**config.mk**
```make
export PLATFORM = sky130hd
export DESIGN_NAME = bf_io_port
export DESIGN_NICKNAME = d
export VERILOG_FILES = /design/src/rtl/bf_io_port.sv
export SDC_FILE = /design/constraint.sdc
export NUM_CORES = 1
export LEC_CHECK = 0
export CORE_MARGIN = 2
export CORE_UTILIZATION = 60
export CTS_BUF_LIST = sky130_fd_sc_hd__clkbuf_4
export DETAILED_ROUTE_END_ITERATION = 16
export GPL_TIMING_DRIVEN = 1
export PLACE_DENSITY_LB_ADDON = 0.3
export SLEW_MARGIN = 30
export SYNTH_ARGS = -nofsm -noshare
export SYNTH_HDL_FRONTEND = slang
export SYNTH_SLANG_ARGS = --single-unit
```
**constraint.sdc**
```tcl
create_clock -name clk -period 5 [get_ports clk]
set_input_delay 0.75 -clock clk [delete_from_list [all_inputs] [get_ports clk]]
set_output_delay 0.75 -clock clk [all_outputs]
set_load 0.1 [all_outputs]
```
**src/rtl/bf_io_port.sv**
```systemverilog
// bf_io_port: byte-wide console responder on the CPU io_* request/ack bus.
//
// CPU writes ('.') are pushed into a TX FIFO. The TX FIFO is drained by a
// valid/ready stream (tx_*). CPU reads (',') pop an RX FIFO. The RX FIFO is
// filled by a second valid/ready stream (rx_*). The CPU is stalled by
// withholding io_ack until the selected FIFO can satisfy the request.
//
// Stream handshake: a byte moves on an edge where valid && ready are both high.
// Valid must not depend on ready. Both tx_valid and rx_ready decode registered
// occupancy only.
//
// Optional feature, macro BF_IO_NONBLOCK_READ_EN:
//   defined   - a read that arrives in IDLE while RX is empty completes at once
//               with io_rdata = 8'h00 (EOF). Writes still block.
//   undefined - a read on an empty RX waits in WAIT until a byte arrives.
//
// The FSM state is held in state_q (IDLE / WAIT / ACK / RELEASE), so a
// checker can bind to it hierarchically.

module bf_io_port #(
    parameter int tx_depth_log2 = 4,
    parameter int rx_depth_log2 = 4
) (
    input  logic                   clk,
    input  logic                   rst_n,
    input  logic                   io_req,
    input  logic                   io_dir,
    input  logic [7:0]             io_wdata,
    output logic                   io_ack,
    output logic [7:0]             io_rdata,
    output logic                   tx_valid,
    output logic [7:0]             tx_data,
    input  logic                   tx_ready,
    input  logic                   rx_valid,
    input  logic [7:0]             rx_data,
    output logic                   rx_ready,
    output logic [tx_depth_log2:0] tx_count,
    output logic [rx_depth_log2:0] rx_count
);

    // Direction encoding shared with the CPU core.
    localparam logic DIRECTION_READ  = 1'b0;
    localparam logic DIRECTION_WRITE = 1'b1;

    localparam int TX_DEPTH = 1 << tx_depth_log2;
    localparam int RX_DEPTH = 1 << rx_depth_log2;
    localparam int TX_CW    = tx_depth_log2 + 1;
    localparam int RX_CW    = rx_depth_log2 + 1;

    localparam logic [tx_depth_log2-1:0] TX_PTR_ONE = tx_depth_log2'(1);
    localparam logic [rx_depth_log2-1:0] RX_PTR_ONE = rx_depth_log2'(1);
    localparam logic [tx_depth_log2:0]   TX_CNT_ONE = TX_CW'(1);
    localparam logic [rx_depth_log2:0]   RX_CNT_ONE = RX_CW'(1);
    localparam logic [tx_depth_log2:0]   TX_FULL    = TX_CW'(TX_DEPTH);
    localparam logic [rx_depth_log2:0]   RX_FULL    = RX_CW'(RX_DEPTH);

    typedef enum logic [1:0] {
        S_IDLE    = 2'd0,
        S_WAIT    = 2'd1,
        S_ACK     = 2'd2,
        S_RELEASE = 2'd3
    } state_t;

    // Registered state
    state_t                   state_q, state_d;
    logic                     io_ack_q, io_ack_d;
    logic [7:0]               io_rdata_q, io_rdata_d;

    logic [tx_depth_log2-1:0] tx_wr_ptr_q, tx_wr_ptr_d;
    logic [tx_depth_log2-1:0] tx_rd_ptr_q, tx_rd_ptr_d;
    logic [tx_depth_log2:0]   tx_count_q, tx_count_d;
    logic [7:0]               tx_mem_q [TX_DEPTH];

    logic [rx_depth_log2-1:0] rx_wr_ptr_q, rx_wr_ptr_d;
    logic [rx_depth_log2-1:0] rx_rd_ptr_q, rx_rd_ptr_d;
    logic [rx_depth_log2:0]   rx_count_q, rx_count_d;
    logic [7:0]               rx_mem_q [RX_DEPTH];

    // Per-cycle decisions
    logic tx_empty, tx_full, rx_empty, rx_full;
    logic tx_push, tx_pop, rx_push, rx_pop;
    logic serve, wr_go, rd_go, rd_eof;

    // Occupancy flags and stream-side handshakes, all from registered counts.
    always_comb begin
        tx_empty = (tx_count_q == '0);
        tx_full  = (tx_count_q == TX_FULL);
        rx_empty = (rx_count_q == '0);
        rx_full  = (rx_count_q == RX_FULL);
        tx_pop   = !tx_empty && tx_ready;
        rx_push  = !rx_full && rx_valid;
    end

    // Request service decision and FSM next state.
    always_comb begin
        // A request is only eligible while the FSM is waiting for one.
        serve  = io_req && ((state_q == S_IDLE) || (state_q == S_WAIT));
        // A full TX FIFO still accepts a write on an edge where the head pops.
        wr_go  = serve && (io_dir == DIRECTION_WRITE) && (!tx_full || tx_pop);
        rd_go  = serve && (io_dir == DIRECTION_READ) && !rx_empty;
`ifdef BF_IO_NONBLOCK_READ_EN
        rd_eof = io_req && (state_q == S_IDLE) && (io_dir == DIRECTION_READ) && rx_empty;
`else
        rd_eof = 1'b0;
`endif
        tx_push = wr_go;
        rx_pop  = rd_go;

        state_d = state_q;
        case (state_q)
            S_IDLE: begin
                if (io_req) begin
                    state_d = (wr_go || rd_go || rd_eof) ? S_ACK : S_WAIT;
                end
            end
            S_WAIT: begin
                // A dropped request abandons the transfer without an ack.
                if (!io_req) begin
                    state_d = S_IDLE;
                end else if (wr_go || rd_go) begin
                    state_d = S_ACK;
                end
            end
            S_ACK: begin
                state_d = S_RELEASE;
            end
            S_RELEASE: begin
                // Hold off until the CPU drops the request it was acked for.
                if (!io_req) begin
                    state_d = S_IDLE;
                end
            end
            default: begin
                state_d = S_IDLE;
            end
        endcase

        io_ack_d   = (state_d == S_ACK);
        io_rdata_d = io_rdata_q;
        if (rd_go) begin
            io_rdata_d = rx_mem_q[rx_rd_ptr_q];
        end else if (rd_eof) begin
            io_rdata_d = 8'h00;
        end
    end

    // FIFO pointer and occupancy next-state.
    always_comb begin
        tx_wr_ptr_d = tx_push ? (tx_wr_ptr_q + TX_PTR_ONE) : tx_wr_ptr_q;
        tx_rd_ptr_d = tx_pop  ? (tx_rd_ptr_q + TX_PTR_ONE) : tx_rd_ptr_q;
        case ({tx_push, tx_pop})
            2'b10:   tx_count_d = tx_count_q + TX_CNT_ONE;
            2'b01:   tx_count_d = tx_count_q - TX_CNT_ONE;
            default: tx_count_d = tx_count_q;
        endcase

        rx_wr_ptr_d = rx_push ? (rx_wr_ptr_q + RX_PTR_ONE) : rx_wr_ptr_q;
        rx_rd_ptr_d = rx_pop  ? (rx_rd_ptr_q + RX_PTR_ONE) : rx_rd_ptr_q;
        case ({rx_push, rx_pop})
            2'b10:   rx_count_d = rx_count_q + RX_CNT_ONE;
            2'b01:   rx_count_d = rx_count_q - RX_CNT_ONE;
            default: rx_count_d = rx_count_q;
        endcase
    end

    // FSM, registered outputs and FIFO control registers.
    always_ff @(posedge clk or negedge rst_n) begin
        if (!rst_n) begin
            state_q     <= S_IDLE;
            io_ack_q    <= 1'b0;
            io_rdata_q  <= 8'h00;
            tx_wr_ptr_q <= '0;
            tx_rd_ptr_q <= '0;
            tx_count_q  <= '0;
            rx_wr_ptr_q <= '0;
            rx_rd_ptr_q <= '0;
            rx_count_q  <= '0;
        end else begin
            state_q     <= state_d;
            io_ack_q    <= io_ack_d;
            io_rdata_q  <= io_rdata_d;
            tx_wr_ptr_q <= tx_wr_ptr_d;
            tx_rd_ptr_q <= tx_rd_ptr_d;
            tx_count_q  <= tx_count_d;
            rx_wr_ptr_q <= rx_wr_ptr_d;
            rx_rd_ptr_q <= rx_rd_ptr_d;
            rx_count_q  <= rx_count_d;
        end
    end

    // TX storage; contents are don't-care until counted, so no reset.
    always_ff @(posedge clk) begin
        if (tx_push) begin
            tx_mem_q[tx_wr_ptr_q] <= io_wdata;
        end
    end

    // RX storage; contents are don't-care until counted, so no reset.
    always_ff @(posedge clk) begin
        if (rx_push) begin
            rx_mem_q[rx_wr_ptr_q] <= rx_data;
        end
    end

    // tx_data is forced to zero while empty so stale storage never shows.
    assign io_ack   = io_ack_q;
    assign io_rdata = io_rdata_q;
    assign tx_valid = !tx_empty;
    assign tx_data  = tx_empty ? 8'h00 : tx_mem_q[tx_rd_ptr_q];
    assign rx_ready = !rx_full;
    assign tx_count = tx_count_q;
    assign rx_count = rx_count_q;

endmodule

```
==> results of run 1 <==
path summary, 6_finish.rpt:
path                            depth (start not counted)  slack, ns              to      startpoint
worst max-delay path                                    5       0.70      tx_data[1]  tx_rd_ptr_q[0]
worst min-delay path                                    1       0.07     io_rdata[4]           rst_n
worst max register to register                         10       1.89     rx_count[4]     rx_count[1]
worst min register to register                          2       0.48     io_rdata[2]     io_rdata[2]
max in group asynchronous                               1       4.51  rx_rd_ptr_q[0]           rst_n
min in group clk                                        2       0.48     io_rdata[2]     io_rdata[2]
per-stage QoR:
stage          area, um^2  cells  hold slack [ns]
2_1_floorplan       11840    614           0.4544
6_report            13700   1053          0.07077
4_1_cts             13690   1052           0.1858
5_1_grt             13700   1053          0.06013
3_3_place_gp        12650    915           0.4696
3_5_place_dp        12650    915           0.4733
synth_stat cells (2+ instances only):
library cell / instances / area [um^2]
a211o_1: 2 / 17.52
a21o_1: 2 / 15.01
a21oi_1: 8 / 40.04
a22o_1: 2 / 17.52
and2_1: 5 / 31.28
buf_1: 3 / 11.26
buf_2: 13 / 65.06
buf_4: 5 / 37.54
buf_6: 2 / 22.52
clkbuf_1: 10 / 37.54
dfrtp_1: 37 / 925.9
edfxtp_1: 256 / 7687
ha_1: 18 / 225.2
inv_1: 13 / 48.80
mux2_2: 9 / 101.4
mux2i_1: 31 / 310.3
mux4_2: 64 / 1441
nand2_1: 24 / 90.09
nand2b_1: 5 / 31.28
nand3_1: 2 / 10.01
nand4_1: 4 / 25.02
nor2_1: 21 / 78.83
nor2b_1: 5 / 31.28
nor3_1: 8 / 40.04
nor4_1: 5 / 31.28
o21ai_0: 14 / 70.07
o22ai_1: 8 / 50.05
xnor2_1: 16 / 140.1
xor2_1: 5 / 43.79
cell families after synthesis:
| kind of cell | Yosys count | share of synthesized area [%] |
|---|---|---|
| flops | 293 | 72.75 |
| mux | 104 | 15.65 |
| simple gates | 85 | 3.625 |
| buf+inv | 47 | 1.976 |
| compound gates | 45 | 2.378 |
| xor+xnor | 21 | 1.553 |
| fa+ha+maj | 19 | 2.071 |
final cells by class:
type / count / area (um^2) / area share (%)
flip-flops and latches: 293 / 8617 / 62.89
clock inverters: 25 / 198.9 / 1.452
inverters: 14 / 60.06 / 0.4383
well taps: 265 / 331.6 / 2.420
multi-input cells: 274 / 2998 / 21.88
repair buffers: 69 / 653.1 / 4.767
clock buffers: 112 / 840.8 / 6.136
diodes: 1 / 2.502 / 0.01826
power groups by stage:
stage	registers (mW)	logic, mW	clock network [mW]
6_report	3.30	3.11	2.12
5_1_grt	3.35	3.29	2.31
4_1_cts	3.30	3.12	2.18
3_5_place_dp	3.35	3.12	0
3_3_place_gp	3.32	3.06	0
2_1_floorplan	3.63	2.11	0
metal layers:
metal	vias to the layer above	part of all wire [%]
met2	216	52
met3	51	5.8
li1	2725	-
met5	-	0
met1	3105	39
met4	0	3.2
state kept, by name, indices dropped and copies added, names as in the netlist:
signal / count
rx_mem_q: 128
tx_mem_q: 128
io_rdata: 8
rx_count: 5
tx_count: 5
rx_rd_ptr_q: 4
rx_wr_ptr_q: 4
tx_rd_ptr_q: 4
tx_wr_ptr_q: 4
state_q: 2
io_ack: 1
placed cells by master, fill, tap and decap left out, drive strengths merged, types with 3 or more instances in the layout:
| cell | count |
|---|---|
| nand4 | 4 |
| xnor2 | 16 |
| nand2b | 5 |
| nor2 | 21 |
| nand2 | 25 |
| dfrtp | 37 |
| clkinv | 19 |
| buf | 20 |
| o22ai | 8 |
| clkdlybuf4s50 | 49 |
| mux2 | 9 |
| and2 | 5 |
| nor3 | 8 |
| mux2i | 31 |
| ha | 18 |
| bufinv | 3 |
| xor2 | 5 |
| a21oi | 8 |
| nor2b | 5 |
| o21ai | 15 |
| mux4 | 64 |
| inv | 15 |
| nor4 | 5 |
| edfxtp | 256 |
| clkbuf | 112 |
worst max-delay path: cells and delay by family, from the launching register on:
family | cells | cell delay, ns
buf+inv | 2 | 1.26
flops | 1 | 0.75
mux | 2 | 0.74
compound gates | 1 | 0.12
==> metrics.md, run 1 <==
| Metric | Value |
|---|---|
| Outcome | complete, no violations |
| Synth Instances | 614 |
| Total power | 8.530 mW |
| Max Cap Viol | 0 |
| DRC | 0 |
| Sequential area share after synthesis | 72.75% |
| Root Driver | clkbuf_4 |
| Clk network pwr share | 24.9% |
| Largest stage delay, worst path | 0.99 ns |
| Grt ovf | 0 |
| WP data arrival | 3.55 ns |
| Ys Warns | 0 |
| Final HPWL DP | 14070 um |
| Fillcell total | 1232 |
| RSZ-0062 raised after global routing | false |
| Design internal power | 5.313 mW |
| Cells along the critical path | buf_12, mux4_2, mux2i_1, o22ai_1, clkdlybuf4s50_1 |
| Final hold viol count | 0 |
| CP Capture Type | output pin |
| Largest net degree at the start of global routing | 38 |
| Post-CTS Setup Bufs | 0 |
| Area grow syn2layout | 15.72% |
| Final ANT Viol Nets | 0 |
| Core Area | 19400 um^2 |
| Starting density of the core | 61.04% |
| Count of final max-slew check failures | 0 |
| Period utilisation layout | 86.00% |
| GRT Total Usage | 22.89% |
| WL per Instance | 21.46 um |
| Grt peak-use layer | met2 |
| Synthesized area per cell | 19.28 um^2 |
| Nets@finish | 768 |
| WP data required | 4.25 ns |
| Grt met2 use | 39.51% |
| Number of synthesized flops with an enable pin | 256 |
| Combinational power share | 36.4% |
| Setup Viol. Count Final | 0 |
| Tmin final | 4.300 ns |
| H-tree lvl count | 3 |
| CTS sink count | 293 |
| Critical path class | reg -> out |
| Crit start category | flip-flop |
| Slew @ Worst Pin | 1.016 ns |
| TritonCTS clock tree | done |
| Final Util | 70.63% |
| Clock Latency Late Sink | 0.67 ns |
| Port bufs | 50 |
| Ys async rst share | 12.63% |
| Share of cells above drive strength 1 | 28.59% |
| Hold WC Path Type | in -> async |
| Final setup skew | 0.04625 ns |
| Initial antenna violation count | 1 |
| Flop pwr share | 38.7% |
| Switch share | 37.72% |
| Die Y | 144.5 um |
| Lkg Pwr | 4.779 nW |
| Synth Flop Type | edfxtp_1 |
| Slowest CP cell | clkdlybuf4s50_1 |
| Max VDD drop | 326.1 uV |
| DRT Pass-1 Iters | 5 |
| Fmax | 232.6 MHz |
| Final GP Congestion | 0.7665 |
| DRT iter0 DRCs | 367 |
| CTS Buf Count | 75 |
| Total negative slack | 0 ns |
| Syn Nets | 655 |
| Max Root-Sink Buffers | 3 |
| Hold-fix buffers, CTS | 0 |
| Final worst slack | 0.7002 ns |
| Mapped Area | 11840 um^2 |
| Vias | 6097 |
| Row cnt | 51 |
| Die X | 144.5 um |
| Routing usage on met1 | 27.77% |
| Grt met3 use | 4.967% |
| Net Switching | 3.218 mW |
| CP Max Fanout | 18 |
| Vias per cell | 5.790 |
| Clock slew at reported path FFs | 0.07 ns |
| Vias in the first global route | 6480 |
| Relative slew margins | 32.03% |
| First-pass GRT wire length | 34680 um |
| Seq cells post-synth | 293 |
| # IOs | 51 |
| Yosys cell types | 46 |
| Pwr Density | 622.6 nW/um^2 |
| WL final | 22600 um |
| Post-place setup slack | 1.344 ns |
| Cts repair resizes | 0 |
| DIE AREA | 20870 um^2 |
No activity file was read; power rests on OpenSTA's default activity.
==> run 2: changes to the inputs <==
Settings changed: ABC_AREA from default to 1, GPL_ROUTABILITY_DRIVEN from default to 0.
==> metrics.md, run 2 <==
| Metric | Value |
|---|---|
| Outcome | complete, no violations |
| DIE AREA | 22510 um^2 (+7.8%) |
| Relative slew margins | 33.39% (+1.4 points) |
| GRT Total Usage | 25.64% (+2.8 points) |
| Yosys cell types | 29 (-37%) |
| DRT iter0 DRCs | 1059 (+190%) |
| WP data required | 4.25 ns (about the same) |
| Fmax | 258.5 MHz (+11%) |
| First-pass GRT wire length | 43580 um (+26%) |
| Buf+Inv Stages, Crit Path | 3 (+1) |
| Vias per cell | 5.398 (-6.8%) |
| Count of final max-slew check failures | 0 (unchanged) |
| Final Util | 68.81% (-1.8 points) |
| Leading area contributor after synthesis | edfxtp_1 |
| Synth Flop Type | edfxtp_1 |
| Crit start category | flip-flop |
| Pwr Density | 629.4 nW/um^2 (+1.1%) |
| Final worst slack | 1.132 ns (+0.4320 ns) |
| WP data arrival | 3.12 ns (-0.43 ns) |
| Tmin final | 3.868 ns (-0.4320 ns) |
| Lkg Pwr | 6.043 nW (+26%) |
| Slowest CP cell | dfrtp_2 |
| Max Cap Viol | 0 (unchanged) |
| Synthesized area per cell | 10.63 um^2 (-45%) |
| Number of synthesized flops with an enable pin | 256 (unchanged) |
| Placed Cells | 1494 (+63%) |
| Starting density of the core | 61.05% (about the same) |
| Most frequent cell after synthesis | nand2_1 |
| Vias in the first global route | 8484 (+31%) |
| Mapped Area | 12790 um^2 (+8.1%) |
| Die X | 150.0 um (+3.8%) |
| Critical path class | reg -> out |
| Post-synth top cells | 398 x nand2_1, 256 x edfxtp_1, 201 x nand3_1 |
| CP Max Fanout | 65 (+47) |
| RSZ-0062 raised after global routing | false |
| Area grow syn2layout | 12.70% |
| Final setup skew | 0.05502 ns (+0.008764 ns) |
| Finished Cell Area | 14420 um^2 (+5.2%) |
| Clock slew at reported path FFs | 0.07 ns (about the same) |
| Slew @ Worst Pin | 0.9960 ns (-0.02026 ns) |
| Fin cells | 1627 (+55%) |
| Largest stage delay, worst path | 0.63 ns (-0.36 ns) |
| Initial antenna violation count | 2 (+1) |
| DRC | 0 (unchanged) |
| Sequential area share after synthesis | 67.33% (-5.4 points) |
| Final HPWL DP | 17040 um (+21%) |
| Core Area | 20960 um^2 (+8.0%) |
| Final ANT Viol Nets | 0 (unchanged) |
| Vias | 8782 (+44%) |
| Ys async rst share | 12.63% (unchanged) |
| Row cnt | 53 (+3.9%) |
| Seq cells post-synth | 293 (unchanged) |
| Grt ovf | 0 (unchanged) |
| Cells along the critical path | inv_2, buf_4, nand2_1, nand3_1, nand3_1, nand2_1, nand2_1, a21oi_1, buf_4 |
| Syn Nets | 1245 (+90%) |
| WL final | 28100 um (+24%) |
| Setup Viol. Count Final | 0 (unchanged) |
| # IOs | 51 (unchanged) |
| Hold WC Path Type | in -> async |
| Post-CTS Setup Bufs | 0 (unchanged) |
| Post-place setup slack | 1.361 ns (+0.01688 ns) |
| Ys Warns | 0 (unchanged) |
| Clock Latency Late Sink | 0.70 ns (+0.03 ns) |
| DRT Pass-1 Iters | 5 (unchanged) |
| Fillcell total | 1470 (+19%) |
| Crit path top cell by count | nand2_1 |
| Max Root-Sink Buffers | 3 (unchanged) |
| Port bufs | 50 (unchanged) |
| Largest net degree at the start of global routing | 67 (+76%) |
| WL per Instance | 17.27 um (-20%) |
| CTS sink count | 293 (unchanged) |
| Final hold viol count | 0 (unchanged) |
| Synth top area cells | edfxtp_1 60%, nand2_1 12%, nand3_1 7.9%, dfrtp_1 7.2%, inv_1 3.8% |
| Root Driver | clkbuf_4 |
| Hold-fix buffers, CTS | 0 (unchanged) |
| TritonCTS clock tree | done |
| CTS Buf Count | 75 (unchanged) |
| Share of cells above drive strength 1 | 12.67% (-16 points) |
| Commonest non-fill, non-tap cell in the layout | nand2_1 |
| Area occupied by multi-input gates | 3371 um^2 (+12%) |
| FF+latch area | 8616 um^2 (about the same) |
| Synth Instances | 1204 (+96%) |
| Period utilisation layout | 77.36% (-8.6 points) |
| Most frequent cells in the layout | 398 x nand2_1, 256 x edfxtp_1, 200 x nand3_1, 129 x inv_1, 106 x clkbuf_4 |
| Total negative slack | 0 ns (unchanged) |
| CP Capture Type | output pin |
| Area post-placement | 13440 um^2 (+6.2%) |
| H-tree lvl count | 3 (unchanged) |
| Nets@finish | 1337 (+74%) |
| Max VDD drop | 744.7 uV (+130%) |
| Die Y | 150.0 um (+3.8%) |
| Cts repair resizes | 0 (unchanged) |
| Delay-heaviest family, CP | buffers and inverters |
| Share of the synthesized area in the top cell type | 60.09% (-4.8 points) |
## run 2: logic make-up after synthesis
group                    after synthesis  share of synthesized area [%]
AND/OR/NAND/NOR                      654                          21.62
flip-flops                           293                          67.33
XOR/XNOR                              18                          1.291
buffers and inverters                193                          6.719
adder cells (fa/ha/maj)               19                          1.917
AO/OA/AOI/OAI                         27                          1.125
## run 2: final cells by class
type	instances	area share (%)
flip-flops and latches	293	59.75
multi-input cells	718	23.38
clock buffers	106	5.519
repair buffers	70	4.269
inverters	138	3.610
well taps	275	2.386
clock inverters	25	1.050
diodes	2	0.03471
## run 2: layer usage
layer	track usage [%]	wire length [um]
met1	36.19	11680
met2	38.52	13090
met3	6.463	2739
met4	10.42	590
met5	0	0
## run 2: power breakdown
part | switching [mW] | internal, mW | leakage (nW)
Sequential | 0.293 | 2.95 | 2.75
Combinational | 2.87 | 0.944 | 2.72
Clock | 0.933 | 1.08 | 0.569
Total | 4.10 | 4.97 | 6.04
## run 2: through the flow
step | hold WS [ns] | power, mW
after floorplan | 0.4544 | 6.143
after global placement | 0.4835 | 6.978
after global routing | 0.1916 | 9.563
final | 0.1490 | 9.076
after CTS | 0.1587 | 9.073
after detailed placement | 0.4696 | 7.059
## run 2: path summary, 6_finish.rpt
path	start	endpoint	slack (ns)	cells past startpoint
setup / recovery	tx_rd_ptr_q[0]	tx_data[6]	1.13	9
hold / removal	rst_n	tx_count[3]	0.15	1
setup reg to reg	rx_count[1]	rx_count[4]	2.25	12
hold reg to reg	io_rdata[2]	io_rdata[2]	0.49	2
max in group asynchronous	rst_n	rx_rd_ptr_q[0]	4.20	1
min in group clk	io_rdata[2]	io_rdata[2]	0.49	2
